<file path="src/rtl/reg_display_barrido_pkg.sv">
// pkg_display_7seg: shared defaults and counter-width helper for the 7-segment display scan block.
//   N_DIGITS_DEF : default number of digits
//   SCAN_DIV_DEF : default clock cycles per digit slot
//   cnt_w(n)     : width of a counter that holds 0..n-1, never less than one bit
package pkg_display_7seg;

    localparam int N_DIGITS_DEF = 8;
    localparam int SCAN_DIV_DEF = 10000;

    function automatic int cnt_w(input int n);
        int w;
        w = $clog2(n);
        return (w < 1) ? 1 : w;
    endfunction

endpackage

</file>
<file path="src/rtl/reg_display_barrido_contador.sv">
// contador_barrido: prescaler plus digit-index counter that paces the display scan.
//   clk_10MHz_i : system clock
//   rst_n_i     : asynchronous active-low reset
//   idx         : digit currently being scanned, 0..N_DIGITS-1
//   fb          : frame boundary, high in the last cycle of the last digit slot
module contador_barrido
    import pkg_display_7seg::*;
#(
    parameter int N_DIGITS = N_DIGITS_DEF,
    parameter int SCAN_DIV = SCAN_DIV_DEF,
    localparam int IW = cnt_w(N_DIGITS)
) (
    input  logic          clk_10MHz_i,
    input  logic          rst_n_i,
    output logic [IW-1:0] idx,
    output logic          fb
);

    localparam int CW = cnt_w(SCAN_DIV);
    localparam logic [CW-1:0] CNT_LAST = CW'(SCAN_DIV - 1);
    localparam logic [IW-1:0] IDX_LAST = IW'(N_DIGITS - 1);

    logic [CW-1:0] cnt;
    logic          tick;

    assign tick = (cnt == CNT_LAST);
    assign fb   = tick && (idx == IDX_LAST);

    // With one digit IDX_LAST is 0, so the wrap branch keeps idx pinned at 0.
    always_ff @(posedge clk_10MHz_i or negedge rst_n_i) begin
        if (!rst_n_i) begin
            cnt <= '0;
            idx <= '0;
        end else begin
            cnt <= tick ? '0 : cnt + CW'(1);
            if (tick)
                idx <= (idx == IDX_LAST) ? '0 : idx + IW'(1);
        end
    end

endmodule

</file>
<file path="src/rtl/reg_display_barrido.sv">
// reg_display_barrido: double-buffered digit register with tear-free commit and multiplexed anode scan.
//   clk_10MHz_i : system clock
//   rst_n_i     : asynchronous active-low reset
//   we_i/ne_i/d_i : shadow write strobe, per-nibble enables, write data
//   commit_i    : copy shadow to active at the next frame boundary
//   mask_we_i/mask_i : digit-enable mask write (1 = digit lit)
//   d_o         : active register readback
//   busy_o      : commit pending
//   an_o        : active-low anodes, one-hot-low or all ones
//   digit_o     : nibble of the selected digit
//   frame_o     : one-cycle pulse after each frame boundary
module reg_display_barrido
    import pkg_display_7seg::*;
#(
    parameter int N_DIGITS = N_DIGITS_DEF,
    parameter int SCAN_DIV = SCAN_DIV_DEF
) (
    input  logic                  clk_10MHz_i,
    input  logic                  rst_n_i,
    input  logic                  we_i,
    input  logic [N_DIGITS-1:0]   ne_i,
    input  logic [4*N_DIGITS-1:0] d_i,
    input  logic                  commit_i,
    input  logic                  mask_we_i,
    input  logic [N_DIGITS-1:0]   mask_i,
    output logic [4*N_DIGITS-1:0] d_o,
    output logic                  busy_o,
    output logic [N_DIGITS-1:0]   an_o,
    output logic [3:0]            digit_o,
    output logic                  frame_o
);

    localparam int IW = cnt_w(N_DIGITS);
    localparam int DW = 4 * N_DIGITS;

    logic [DW-1:0]       shadow, shadow_nx, active, wmask;
    logic [N_DIGITS-1:0] mask;
    logic [IW-1:0]       idx;
    logic                fb, pending, copy;

    contador_barrido #(
        .N_DIGITS(N_DIGITS),
        .SCAN_DIV(SCAN_DIV)
    ) u_contador (
        .clk_10MHz_i(clk_10MHz_i),
        .rst_n_i    (rst_n_i),
        .idx        (idx),
        .fb         (fb)
    );

    always_comb begin
        wmask = '0;
        for (int k = 0; k < N_DIGITS; k++)
            wmask[4*k +: 4] = {4{ne_i[k]}};
    end

    // The merged value feeds both the shadow and the copy path, giving write-through on collision.
    assign shadow_nx = we_i ? (shadow & ~wmask) | (d_i & wmask) : shadow;
    assign copy      = fb && (pending || commit_i);
    assign d_o       = active;
    assign busy_o    = pending;

    always_ff @(posedge clk_10MHz_i or negedge rst_n_i) begin
        if (!rst_n_i) begin
            shadow  <= '0;
            active  <= '0;
            mask    <= '1;
            pending <= 1'b0;
            frame_o <= 1'b0;
            an_o    <= '1;
            digit_o <= '0;
        end else begin
            shadow  <= shadow_nx;
            if (mask_we_i)
                mask <= mask_i;
            if (copy)
                active <= shadow_nx;
            pending <= !copy && (pending || commit_i);
            frame_o <= fb;
            an_o    <= mask[idx] ? ~(N_DIGITS'(1) << idx) : '1;
            digit_o <= active[4*idx +: 4];
        end
    end

endmodule

</file>
<file path="config.mk">
export PLATFORM = sky130hd
export DESIGN_NAME = reg_display_barrido
export DESIGN_NICKNAME = d
export VERILOG_FILES = /design/src/rtl/reg_display_barrido_pkg.sv /design/src/rtl/reg_display_barrido_contador.sv /design/src/rtl/reg_display_barrido.sv
export SDC_FILE = /design/constraint.sdc
export NUM_CORES = 1
export LEC_CHECK = 0
export CAP_MARGIN = 40
export CORE_MARGIN = 2
export CORE_UTILIZATION = 45
export DETAILED_ROUTE_END_ITERATION = 16
export MAX_ROUTING_LAYER = met4
export PLACE_DENSITY = 0.84
export SKIP_CTS_REPAIR_TIMING = 1
export SLEW_MARGIN = 20
export SYNTH_ARGS = -nofsm -noshare
export SYNTH_HDL_FRONTEND = slang
export SYNTH_HIERARCHICAL = 1
export SYNTH_SLANG_ARGS = --single-unit
</file>
<file path="constraint.sdc">
create_clock -name clk_10MHz_i -period 1.95 [get_ports clk_10MHz_i]
set_clock_uncertainty 0.1 [all_clocks]
set_input_delay 0.2925 -clock clk_10MHz_i [delete_from_list [all_inputs] [get_ports clk_10MHz_i]]
set_output_delay 0.2925 -clock clk_10MHz_i [all_outputs]
set_load 0.005 [all_outputs]
</file>
# --- After elaboration in Yosys (flattened, before gate mapping) ---
# Cells that the tools add are included.
word_totals:
  in_bits: 53
  rom_bits: 0
  out_inout_bits: 46
  n_memories: 0
  register_bits: 103
  word_cells: 32
  ramBits: 0
  latch_bits: 0
classes:
  shifts: 2
  reduce_logical: 5
  bitwise: 5
  eq_ne: 2
  addsub: 2
  mul: 0
  div_mod_pow: 0
  muxes: 6
  order_cmp: 1
op_table:
  columns: ["operator", "count"]
  rows:
  - ["bitwise AND 32 bit", 2]
  - ["two-way mux 32 bit", 1]
  - ["inverter 32 bit", 1]
  - ["OR 32 bit", 1]
  - ["variable part select 32 x 6 -> 4 bit", 1]
  - ["adder 14 x 1 -> 14 bit (second input constant)", 1]
  - ["== test 14 bit (second input constant)", 1]
  - ["two-way mux 14 bit", 1]
  - ["two-way mux 8 bit", 1]
  - ["inverter 8 bit", 1]
  - ["left shift 1 x 3 -> 8 bit (first input constant)", 1]
  - ["< comparator 3 x 4 -> 1 bit (second input constant)", 1]
  - ["adder 3 x 1 -> 3 bit (second input constant)", 1]
  - ["binary-select mux 1 bit (select 3 bit)", 1]
  - ["== test 3 bit (second input constant)", 1]
  - ["logical AND 1 bit", 3]
  - ["two-way mux 3 bit", 1]
  - ["zero test 1 bit", 1]
  - ["logical OR 1 bit", 1]
  - ["two-way mux 1 bit", 1]

# --- Logic depth before layout (Yosys ltp) ---
# Gate-level depths: netlist of run 1.
depth:
  depth_word: 5
  ltp_mapped: 7
  depth_no_buf: 6

# --- By module ---
# Netlist of run 1, hierarchy kept.
modules_own_cells:
  columns: ["mod", "seq_area_each_um2", "cells_per_inst", "instances", "area_each_um2"]
  rows:
  - ["reg_display_barrido", 2172.1, 208, 1, 3403.3]
  - ["contador_barrido", 425.4, 70, 1, 812.0]

# --- Worst setup path before layout of run 1 ---
# OpenSTA, ideal clock, no wires.
synth_path:
  kind: "flip-flop to flip-flop"
  start: "register u_contador.cnt[0]"
  end: "register active[10], in the netlist d_o[10]"
  period_less_slack_ps: 2083
  path_stages_with_launch: 8
  path_slack_ps: -133
  t_arrival_ps: 1858
  required_ps: 1725
  path_buffers: 1
  setup_ps: 125
  cell_sequence: "dfrtp_1 -> ha_1 -> nand3_1 -> nor4_1 -> and2_1 -> o21ai_1 -> buf_2 -> mux2_2"
synth_between:
  elab_chain_cells: 3
synth_rtl:
  columns: ["element", "line_no", "text"]
  rows:
  - ["from (decl)", "reg_display_barrido_contador.sv:23", "logic [CW-1:0] cnt;"]
  - ["from (signal assigned)", "reg_display_barrido_contador.sv:35", "cnt <= tick ? '0 : cnt + CW'(1);"]
  - ["== test 14 bit", "reg_display_barrido_contador.sv:26", "assign tick = (cnt == CNT_LAST);"]
  - ["logical AND 1 bit", "reg_display_barrido_contador.sv:27", "assign fb = tick && (idx == IDX_LAST);"]
  - ["via fb", "reg_display_barrido.sv:39", "logic fb, pending, copy;"]
  - ["logical AND 1 bit", "reg_display_barrido.sv:59", "assign copy = fb && (pending || commit_i);"]
  - ["to (signal assigned)", "reg_display_barrido.sv:77", "active <= shadow_nx;"]
  - ["to (decl)", "reg_display_barrido.sv:36", "logic [DW-1:0] shadow, shadow_nx, active, wmask;"]
# The timed path passes the listed nets, and every way through them passes these cells.
# A chain may end at the register's enable or synchronous reset.

# --- Worst setup path after layout of run 1 ---
layout_path:
  start: "register u_contador.cnt[0]"
  end: "register active[3], in the netlist d_o[3]"
# Same word-level chain as after synthesis.

==> results.md, run 1 <==
- CTS tree: done
- Req. time, crit path: 2.09 ns
- Via Count: 2732
- Synth async-reset ratio: 1.000
- Routed Antenna Nets: 0
- I/O pins: 99
- Mapped Cells: 278
- Rows: 35
- Grt ovf: 0
- #FFs+latches synth: 103
- Die area: roughly 10000 µm²
- Root buffer cell: clkbuf_8
- Critical path endpoint category: flop
- R2R cell count: 7
- RSZ-0062 raised after global routing: true
- Slew @ Worst Pin: 0.3835 ns
- H-Tree Depth: 3
- Port bufs: 98
- Post-Syn Nets: 334
- Layout cells sized above 1: 0.3522
- Clk_lat worst skew: 0.36 ns
- WL final: just over 9 mm
- Die Width: 100.8 µm
- Vias in the first global route: between 2000 and 3000
- Total track usage: 0.1991
- Pwr Density: 706.2 nW/µm²
- Top cells by area, synth: dfrtp_1 (52%), mux2_2 (21%), dfstp_2 (10%)
- Worst setup startpoint: u_contador/cnt[0]$_DFF_PN0_
- Dpl ws: -0.02413 ns
- Area grow syn2layout: 37.04%
- Antenna cells: 0
- Fill count: 694
- Die Y: 100.8 µm
- Synth unique cells: 34
- Max-Cap Viols: 0
- Global routing's busiest layer: met2
- Max Root-Sink Buffers: 2
- Most frequent cells in the layout: clkdlybuf4s50_1 (97), dfrtp_1 (87), mux2_2 (79)
- First-pass GRT wire length: 14.91 mm
- Hold Path Class: in -> async
- DRC errors left: 0
- Final setup viols: 0
- CTS Buf Count: 9
- EDFF count, synth: 0
- NumNets Final: 457
- Cell area after synthesis: 4215 µm²
- Multi-input gate area: 1609 µm²
- GR Layer Usage met2: 0.3200
- Fmax: 532.0 MHz
- Largest net degree at the start of global routing: 54
- Number of placed cells counting well taps: 497
- Yosys Warn Count: 6
- FF-to-FF Start: u_contador/cnt[0]$_DFF_PN0_
- Finished Layout Cells: 517
- Core footprint: 9153 µm²
- WL/cell: 18.04 µm
- DR iter-0 viols: 111
- Final WS setup: 0.07023 ns
- Critical path class: reg -> reg
- Primary FF master, synth: dfrtp_1
- Minimum clock period: 1.880 ns
- Detailed placement HPWL: 6.836 mm
- Commonest non-fill, non-tap cell in the layout: clkdlybuf4s50_1
- Synth area leader: dfrtp_1
- Seq. cell area: 2597 µm²
- Critical path peak fanout: 15
- Seq/Total Area, Yosys: 0.6162
- CP Launch Type: flop
- Fin crit share: 0.9640
- Outcome: finished clean
- Met3 Use GR: 0.04230
- Hold Fails Final Rpt: 0
- Yosys top cell area share: 0.5165
- Final GP Congestion: 0.7997
- Final count of pins violating max slew: 0
- DR pass1 iterations: 4
- Vias per cell: 5.284
- Clk slew on worst S/H paths: roughly 0.1 ns
- VDD IR max: 0.3956 mV
- Relative slew slack: 0.7435
- Pleak: 2.580 nW
- Avg Inst Size Synth: between 15 and 20 µm²
- Initial antenna violation count: 0
- Clock Sinks: 103
- Met1 Use GR: 0.2519
- Worst EP arrival: 2.02 ns
- Starting density of the core: 0.4606
## cell type report
class                   instances  share of cell area
flip-flops and latches        103              0.4496
multi-input cells             163              0.2785
repair buffers                122              0.2097
well taps                     111             0.02404
clock buffers                  11             0.02274
clock inverters                 5             0.01408
inverters                       2            0.001300
## metal layers
layer  vias up  part of all wire  routed length [µm]
met5         -                 0                   0
met4         0             0.017                 161
met3        19             0.043                 401
met2        76              0.51                4753
met1      1399              0.43                4008
li1       1238                 -                   -
## sequential cells by signal, summed over array words and instances (netlist names)
register        count
d_o                32
shadow             32
u_contador/cnt     14
an_o                8
mask                8
digit_o             4
u_contador/idx      3
busy_o              1
frame_o             1
## path summary, 6_finish.rpt
check | to | slack, ns
hold reg to reg | an_o[5]$_DFF_PN1_ | 0.38
setup / recovery | d_o[3]$_DFFE_PN0P_ | 0.07
setup reg to reg | d_o[3]$_DFFE_PN0P_ | 0.07
max in group asynchronous | an_o[1]$_DFF_PN1_ | 0.89
hold / removal | shadow[4]$_DFF_PN0_ | 0.25
min in group clk_10MHz_i | an_o[5]$_DFF_PN1_ | 0.38
## metrics by stage
| stage | utilization | setup TNS [ns] | instance area [µm²] | power (mW) | hold WS (ns) |
|---|---|---|---|---|---|
| detailed placement | 0.6005 | -0.4242 | 5497 | 2.685 | 0.09400 |
| global route | 0.6312 | -0.03739 | 5777 | 4.247 | 0.2628 |
| global placement | 0.6005 | 0 | 5497 | 2.668 | 0.08769 |
| CTS | 0.6238 | -0.9141 | 5709 | 4.115 | -0.3019 |
| floorplan | - | 0 | 4235 | 2.473 | -0.1031 |
| finish | 0.6312 | 0 | 5777 | 4.080 | 0.2549 |
## worst max-delay path, stage by stage, from the launching register on
cell and delay (ns):
dfrtp_1 0.41, ha_4 0.17, nand3_4 0.09, nor4_4 0.27
and2_4 0.19, o21ai_4 0.08, buf_12 0.17, mux2_2 0.28
## cells by family after synthesis
logic type               Yosys count  share of synthesized area
flip-flops                       103                     0.6162
AND/OR/NAND/NOR                   57                    0.07540
adder cells (fa/ha/maj)            3                   0.008906
multiplexers                      87                     0.2532
XOR/XNOR                          12                    0.02493
AO/OA/AOI/OAI                      4                   0.005340
buffers and inverters             12                    0.01603
## Yosys cell counts (all sizes together), types with 2 or more instances
master and number:
dfrtp 87, mux2 79, dfstp 16, nor2 15, nand2 13, buf 8, nand3 7, xor2 7
mux4 6, xnor2 5, nand4 4, ha 3, nand3b 3, nor2b 3, clkbuf 2, inv 2
mux2i 2, nand4b 2, nor3 2, nor4 2, o21ai 2
## power by group
part	total [mW]	switching, mW	internal, mW
clock	1.44	0.714	0.728
combinational	0.342	0.137	0.205
sequential	2.30	0.0327	2.26
No activity file was read; power rests on OpenSTA's default activity.
==> run 2: changes to the inputs <==
--- a/config.mk
+++ b/config.mk
@@ -5,9 +5,11 @@
 export SDC_FILE = /design/constraint.sdc
 export NUM_CORES = 1
 export LEC_CHECK = 0
+export ABC_AREA = 1
+export ABC_CLOCK_PERIOD_IN_PS = 1950
 export CAP_MARGIN = 40
 export CORE_MARGIN = 2
-export CORE_UTILIZATION = 45
+export CORE_UTILIZATION = 46
 export DETAILED_ROUTE_END_ITERATION = 16
 export MAX_ROUTING_LAYER = met4
 export PLACE_DENSITY = 0.84
==> results.md, run 2 <==
- Total track usage: 0.2117 (+0.01260)
- Core footprint: 9774 µm² (+6.8%)
- Critical path peak fanout: 8 (-7)
- Top cells by area, synth: dfrtp_1 (47%), nand2_1 (21%), dfstp_2 (9.0%)
- VDD IR max: 0.4281 mV (+8.2%)
- NumNets Final: 726 (+59%)
- CTS tree: done
- Min Hold Slack: 0.3094 ns (+0.05441 ns)
- Initial antenna violation count: 0 (unchanged)
- Internal: 2.971 mW (-7.0%)
- Seq/Total Area, Yosys: 0.5585 (-0.05769)
- Most frequent cells in the layout: nand2_1 (264), clkdlybuf4s50_1 (97), dfrtp_1 (87)
- Clock Sinks: 103 (unchanged)
- Most common cell in the synthesized netlist: nand2_1
- Synth async-reset ratio: 1.000 (unchanged)
- Fmax: 534.4 MHz (+0.45%)
- Vias in the first global route: 3999 (+35%)
- Fin crit share: 0.9597 (-0.004282)
- DR pass1 iterations: 5 (+1)
- Delay-heaviest family, CP: simple AND/OR/NAND/NOR gates
- Yosys top cell area share: 0.4681 (-0.04835)
- Primary FF master, synth: dfrtp_1
- DRC errors left: 0 (unchanged)
- Post-Syn Nets: 617 (+85%)
- Relative slew slack: 0.6950 (-0.04855)
- EDFF count, synth: 0 (unchanged)
- Layout cells sized above 1: 0.1185 (-0.2337)
- Commonest non-fill, non-tap cell in the layout: nand2_1
- R2R cell count: 12 (+5)
- Die area: 10930 µm² (+7.6%)
- CP max stage delay: 0.41 ns (about the same)
- Hold Fails Final Rpt: 0 (unchanged)
- Worst EP arrival: 2.09 ns (+0.07 ns)
- Critical Path Stages: 12 (+5)
- Starting density of the core: 0.4758 (+0.01525)
- Die Width: 104.6 µm (+3.7%)
- Die Y: 104.6 µm (+3.7%)
- FF-to-FF Start: u_contador/cnt[0]$_DFF_PN0_
- Rows: 36 (+2.9%)
- Crit-path slowest cell: dfrtp_1
- #FFs+latches synth: 103 (unchanged)
- Slew @ Worst Pin: 0.4575 ns (+0.07403 ns)
- Placed Area: 5788 µm² (+5.3%)
- Vias per cell: 5.027 (-4.9%)
- Pleak: 3.082 nW (+19%)
- Logic gate share of total power: 0.103 (+0.019)
- WL/cell: 13.97 µm (-23%)
- Max-Cap Viols: 0 (unchanged)
- Mapped Cells: 561 (+100%)
- Yosys Warn Count: 6 (unchanged)
- Multi-input gate area: 1847 µm² (+15%)
- Grt ovf: 0 (unchanged)
- Most frequent cells after synthesis: nand2_1 (266), dfrtp_1 (87), nand3_1 (45)
- Outcome: finished clean
- Switch Pwr: 1.037 mW (+17%)
- Largest net degree at the start of global routing: 41 (-24%)
- H-Tree Depth: 3 (unchanged)
- Antenna cells: 0 (unchanged)
- Critical path class: reg -> reg
- Via Count: 4062 (+49%)
- Routed Antenna Nets: 0 (unchanged)
- Synth area leader: dfrtp_1
- Port bufs: 98 (unchanged)
- CP cell instances: ha_4, nand2_4, inv_2, nand2_2, nor2_2, nand2_2, nor2_4, inv_4, nor2_4, clkbuf_16, nand2_1, nand2_1
- Final setup viols: 0 (unchanged)
- Req. time, crit path: 2.17 ns (+0.08 ns)
- Switching part of the total: 0.2587 (+0.04219)
- Area grow syn2layout: 31.64%
- First-pass GRT wire length: 18.18 mm (+22%)
- Clk slew on worst S/H paths: 0.10 ns (about the same)
- Hold Path Class: in -> async
- WL final: 11.29 mm (+21%)
- Detailed placement HPWL: 7.992 mm (+17%)
- Seq. cell area: 2597 µm² (unchanged)
- Post-route design area: 6122 µm² (+6.0%)
- Seq pwr share: 0.578 (+0.015)
- Cell area after synthesis: 4651 µm² (+10%)
- Critical path endpoint category: flop
- I/O pins: 99 (unchanged)
- Final GP Congestion: 0.8873 (+11%)
- Minimum clock period: 1.871 ns (-0.008349 ns)
- Clock power frac: 0.320 (-0.033)
- Pwr Total: 4.008 mW (-1.7%)
- Clk_lat worst skew: 0.39 ns (+0.03 ns)
- Fill count: 814 (+17%)
- Bufs and invs on worst path: 3 (+2)
- CP Launch Type: flop
- Max Root-Sink Buffers: 2 (unchanged)
- Avg Inst Size Synth: 8.290 µm² (-45%)
- Final count of pins violating max slew: 0 (unchanged)
- DR iter-0 viols: 245 (+120%)
- Pwr Density: 654.7 nW/µm² (-7.3%)
- Worst setup startpoint: u_contador/cnt[0]$_DFF_PN0_
- CTS Buf Count: 9 (unchanged)
- Root buffer cell: clkbuf_8
- Synth unique cells: 26 (-24%)
==> run 2: changes by cell type in the layout (fill, tap and decap cells not counted), sizes merged, moves of 5 or more <==
cell | before | now
mux4 | 6 | 0
nand3 | 7 | 45
nand2 | 13 | 270
buf | 24 | 19
inv | 3 | 32
mux2 | 79 | 4
xnor2 | 5 | 0
o21ai | 2 | 41
nor2 | 15 | 32
==> run 2: path summary, 6_finish.rpt <==
check	to	slack (ns)
max	d_o[15]$_DFFE_PN0P_	0.08
max reg2reg	d_o[15]$_DFFE_PN0P_	0.08
min reg2reg	shadow[6]$_DFF_PN0_	0.38
min	shadow[19]$_DFF_PN0_	0.31
min in group clk_10MHz_i	mask[6]$_DFFE_PN1P_	0.35
max in group asynchronous	u_contador/cnt[13]$_DFF_PN0_	0.79
==> run 2: power groups by stage <==
stage | clock network (mW) | logic (mW) | registers (mW)
after global routing | 1.40 | 0.464 | 2.33
after floorplan | 0 | 0.160 | 2.34
after CTS | 1.29 | 0.413 | 2.32
final | 1.28 | 0.411 | 2.32
after global placement | 0 | 0.400 | 2.35
after detailed placement | 0 | 0.411 | 2.36
==> run 2: logic make-up after synthesis <==
group / share of synthesized area
DFF: 0.5585
buffers and inverters: 0.05246
AOI/OAI and AO/OA: 0.04654
xor gates and xnor gates: 0.007532
and+or+nand+nor: 0.3172
muxes: 0.009685
adders and majority gates: 0.008072
==> run 2: per-layer routing <==
| layer | track usage | vias to the layer above | wire length (µm) |
|---|---|---|---|
| li1 | - | 1988 | - |
| met5 | - | - | 0 |
| met1 | 0.2527 | 1905 | 4723 |
| met4 | 0.07915 | 0 | 251 |
| met3 | 0.03743 | 25 | 544 |
| met2 | 0.3599 | 144 | 5767 |
==> run 2: through the flow <==
stage / setup TNS [ns] / cells / setup WS [ns] / util
global placement: 0 / 784 / 0.1088 / 0.5922
CTS: -0.5122 / 800 / -0.05664 / 0.6111
detailed placement: -0.1486 / 784 / -0.04260 / 0.5922
global route: -0.4451 / 808 / -0.04077 / 0.6263
finish: 0 / 808 / 0.07858 / 0.6263
floorplan: 0 / 561 / 0.1274 / -
==> run 2: final cells by class <==
| cell class | count | area share |
|---|---|---|
| Inverter | 27 | 0.01696 |
| Clock inverter | 6 | 0.009401 |
| Sequential cell | 103 | 0.4243 |
| Clock buffer | 10 | 0.02085 |
| Tap cell | 133 | 0.02718 |
| Timing Repair Buffer | 119 | 0.1997 |
| Multi-Input combinational cell | 410 | 0.3017 |
==> run 3: changes to the inputs <==
--- a/config.mk
+++ b/config.mk
@@ -13,8 +13,6 @@
 export DETAILED_ROUTE_END_ITERATION = 16
 export MAX_ROUTING_LAYER = met4
 export PLACE_DENSITY = 0.84
-export SKIP_CTS_REPAIR_TIMING = 1
-export SLEW_MARGIN = 20
 export SYNTH_ARGS = -nofsm -noshare
 export SYNTH_HDL_FRONTEND = slang
 export SYNTH_HIERARCHICAL = 1
==> results.md, run 3 (synthesis gave the netlist of run 2 again) <==
- Outcome: finished clean
- Final WS setup: 0.07606 ns (-0.002525 ns)
- Die area: 10930 µm² (unchanged)
- Relative slew slack: 0.6928 (-0.002165)
- Clock Sinks: 103 (unchanged)
- Rows: 36 (unchanged)
- Final count of pins violating max slew: 0 (unchanged)
- Critical path peak fanout: 8 (unchanged)
- Pleak: 3.082 nW (unchanged)
- NumNets Final: 726 (unchanged)
- Fill count: 814 (unchanged)
- Max Root-Sink Buffers: 2 (unchanged)
- CTS Buf Count: 9 (unchanged)
- Die Y: 104.6 µm (unchanged)
- Root buffer cell: clkbuf_8
- H-Tree Depth: 3 (unchanged)
- Internal: 2.971 mW (about the same)
- Switching part of the total: 0.2592 (+0.0004655)
- WL final: 11.31 mm (+0.22%)
- Largest net degree at the start of global routing: 41 (unchanged)
- Starting density of the core: 0.4758 (unchanged)
- Layout cells sized above 1: 0.1185 (unchanged)
- First-pass GRT wire length: 18.22 mm (+0.19%)
- Area grow syn2layout: 31.64% (unchanged)
- R2R cell count: 12 (unchanged)
- Clk_lat worst skew: 0.39 ns (about the same)
- Clock power frac: 0.320 (about the same)
- Logic gate share of total power: 0.103 (about the same)
- Slew @ Worst Pin: 0.4608 ns (+0.003247 ns)
- Port bufs: 98 (unchanged)
- Antenna cells: 0 (unchanged)
- Finished Layout Cells: 808 (unchanged)
- Critical path endpoint category: flop
- CTS tree: done
- Via Count: 4070 (+0.20%)
- Most frequent cells in the layout: nand2_1 (264), clkdlybuf4s50_1 (97), dfrtp_1 (87)
- Placed Area: 5788 µm² (unchanged)
- Final GP Congestion: 0.8873 (unchanged)
- Commonest non-fill, non-tap cell in the layout: nand2_1
- DR pass1 iterations: 5 (unchanged)
- WL/cell: 14.00 µm (+0.22%)
- Hold Fails Final Rpt: 0 (unchanged)
- Total track usage: 0.2122 (+0.0004163)
- Pwr Total: 4.011 mW (about the same)
- Number of placed cells counting well taps: 784 (unchanged)
- Grt ovf: 0 (unchanged)
- Final setup viols: 0 (unchanged)
- Detailed placement HPWL: 7.992 mm (unchanged)
- Critical path class: reg -> reg
- Die Width: 104.6 µm (unchanged)
- Minimum clock period: 1.874 ns (+0.002525 ns)
- Fin crit share: 0.9610 (+0.001295)
- DR iter-0 viols: 251 (+2.4%)
- I/O pins: 99 (unchanged)
- Routed Antenna Nets: 0 (unchanged)
- Vias per cell: 5.037 (+0.20%)
- Final core utilization: 0.6263 (unchanged)
- CP Launch Type: flop
- Pwr Density: 655.2 nW/µm² (about the same)
- Max-Cap Viols: 0 (unchanged)
- Initial antenna violation count: 0 (unchanged)
- Core footprint: 9774 µm² (unchanged)
- Vias in the first global route: 4005 (+0.15%)
- Fmax: 533.6 MHz (-0.13%)
- Switch Pwr: 1.040 mW (+0.24%)
- Seq pwr share: 0.577 (about the same)
- DRC errors left: 0 (unchanged)
- Dpl ws: -0.04260 ns (unchanged)
- Req. time, crit path: 2.17 ns (about the same)
- Worst EP arrival: 2.09 ns (about the same)
- VDD IR max: 0.4281 mV (about the same)
- Post-route design area: 6122 µm² (unchanged)
- Clk slew on worst S/H paths: 0.10 ns (about the same)
- Hold Path Class: in -> async
-- run 3: cell counts in the layout (fill, tap and decap cells not counted) --
Identical to the previous run, type by type.
-- run 3: per-layer routing --
metal / global-route usage / part of all wire / vias to the layer above
met2: 0.3609 / 0.51 / 152
met5: - / 0 / -
met4: 0.07915 / 0.025 / 0
met3: 0.03743 / 0.050 / 32
li1: - / - / 1988
met1: 0.2531 / 0.42 / 1898
-- run 3: timing repair --
| item | 4_1_cts | 5_1_grt |
|---|---|---|
| hold buffers | 1 | 0 |
| hold endpoints to repair | 26 | 0 |
| gates resized for setup | 2 | 30 |
| buffers inserted | 0 | 4 |
| pin swaps | 0 | 5 |
| cloned | 0 | 3 |
| setup endpoints to repair | 31 | 32 |
-- run 3: power by group through the flow --
stage	sequential [mW]	clock (mW)	combinational, mW
4_1_cts	2.32	1.29	0.415
3_3_place_gp	2.35	0	0.400
5_1_grt	2.33	1.40	0.464
3_5_place_dp	2.36	0	0.411
2_1_floorplan	2.34	0	0.160
6_report	2.32	1.28	0.411
-- run 3: final cells by class --
cell class | count | area [µm²] | share of cell area
clock inverters | 6 | 57.56 | 0.009401
flip-flops and latches | 103 | 2597 | 0.4243
repair buffers | 119 | 1222 | 0.1997
multi-input cells | 410 | 1847 | 0.3017
well taps | 133 | 166.4 | 0.02718
clock buffers | 10 | 127.6 | 0.02085
inverters | 27 | 103.9 | 0.01696
-- run 3: worst paths after layout --
| kind | from | to | slack, ns |
|---|---|---|---|
| max | u_contador/cnt[0]$_DFF_PN0_ | d_o[15]$_DFFE_PN0P_ | 0.08 |
| min | rst_n_i | shadow[19]$_DFF_PN0_ | 0.31 |
| max reg2reg | u_contador/cnt[0]$_DFF_PN0_ | d_o[15]$_DFFE_PN0P_ | 0.08 |
| min reg2reg | shadow[17]$_DFF_PN0_ | shadow[17]$_DFF_PN0_ | 0.38 |
| max in group asynchronous | rst_n_i | u_contador/cnt[13]$_DFF_PN0_ | 0.79 |
| min in group clk_10MHz_i | mask_i[6] | mask[6]$_DFFE_PN1P_ | 0.35 |
-- run 3: worst max-delay path, cell delays in order, from the launching register on --
cell and delay [ns]:
dfrtp_1 0.41, ha_4 0.16, nand2_4 0.05, inv_2 0.09, nand2_2 0.07, nor2_2 0.09, nand2_2 0.08, nor2_4 0.16
inv_4 0.06, nor2_4 0.21, clkbuf_16 0.21, nand2_1 0.05, nand2_1 0.06
-- run 3: stage by stage --
| step | hold WS (ns) | TNS, ns |
|---|---|---|
| final | 0.3095 | 0 |
| after floorplan | -0.1031 | 0 |
| after detailed placement | 0.1730 | -0.1486 |
| after CTS | 0.3070 | 0 |
| after global placement | 0.1602 | 0 |
| after global routing | 0.3438 | -0.4451 |
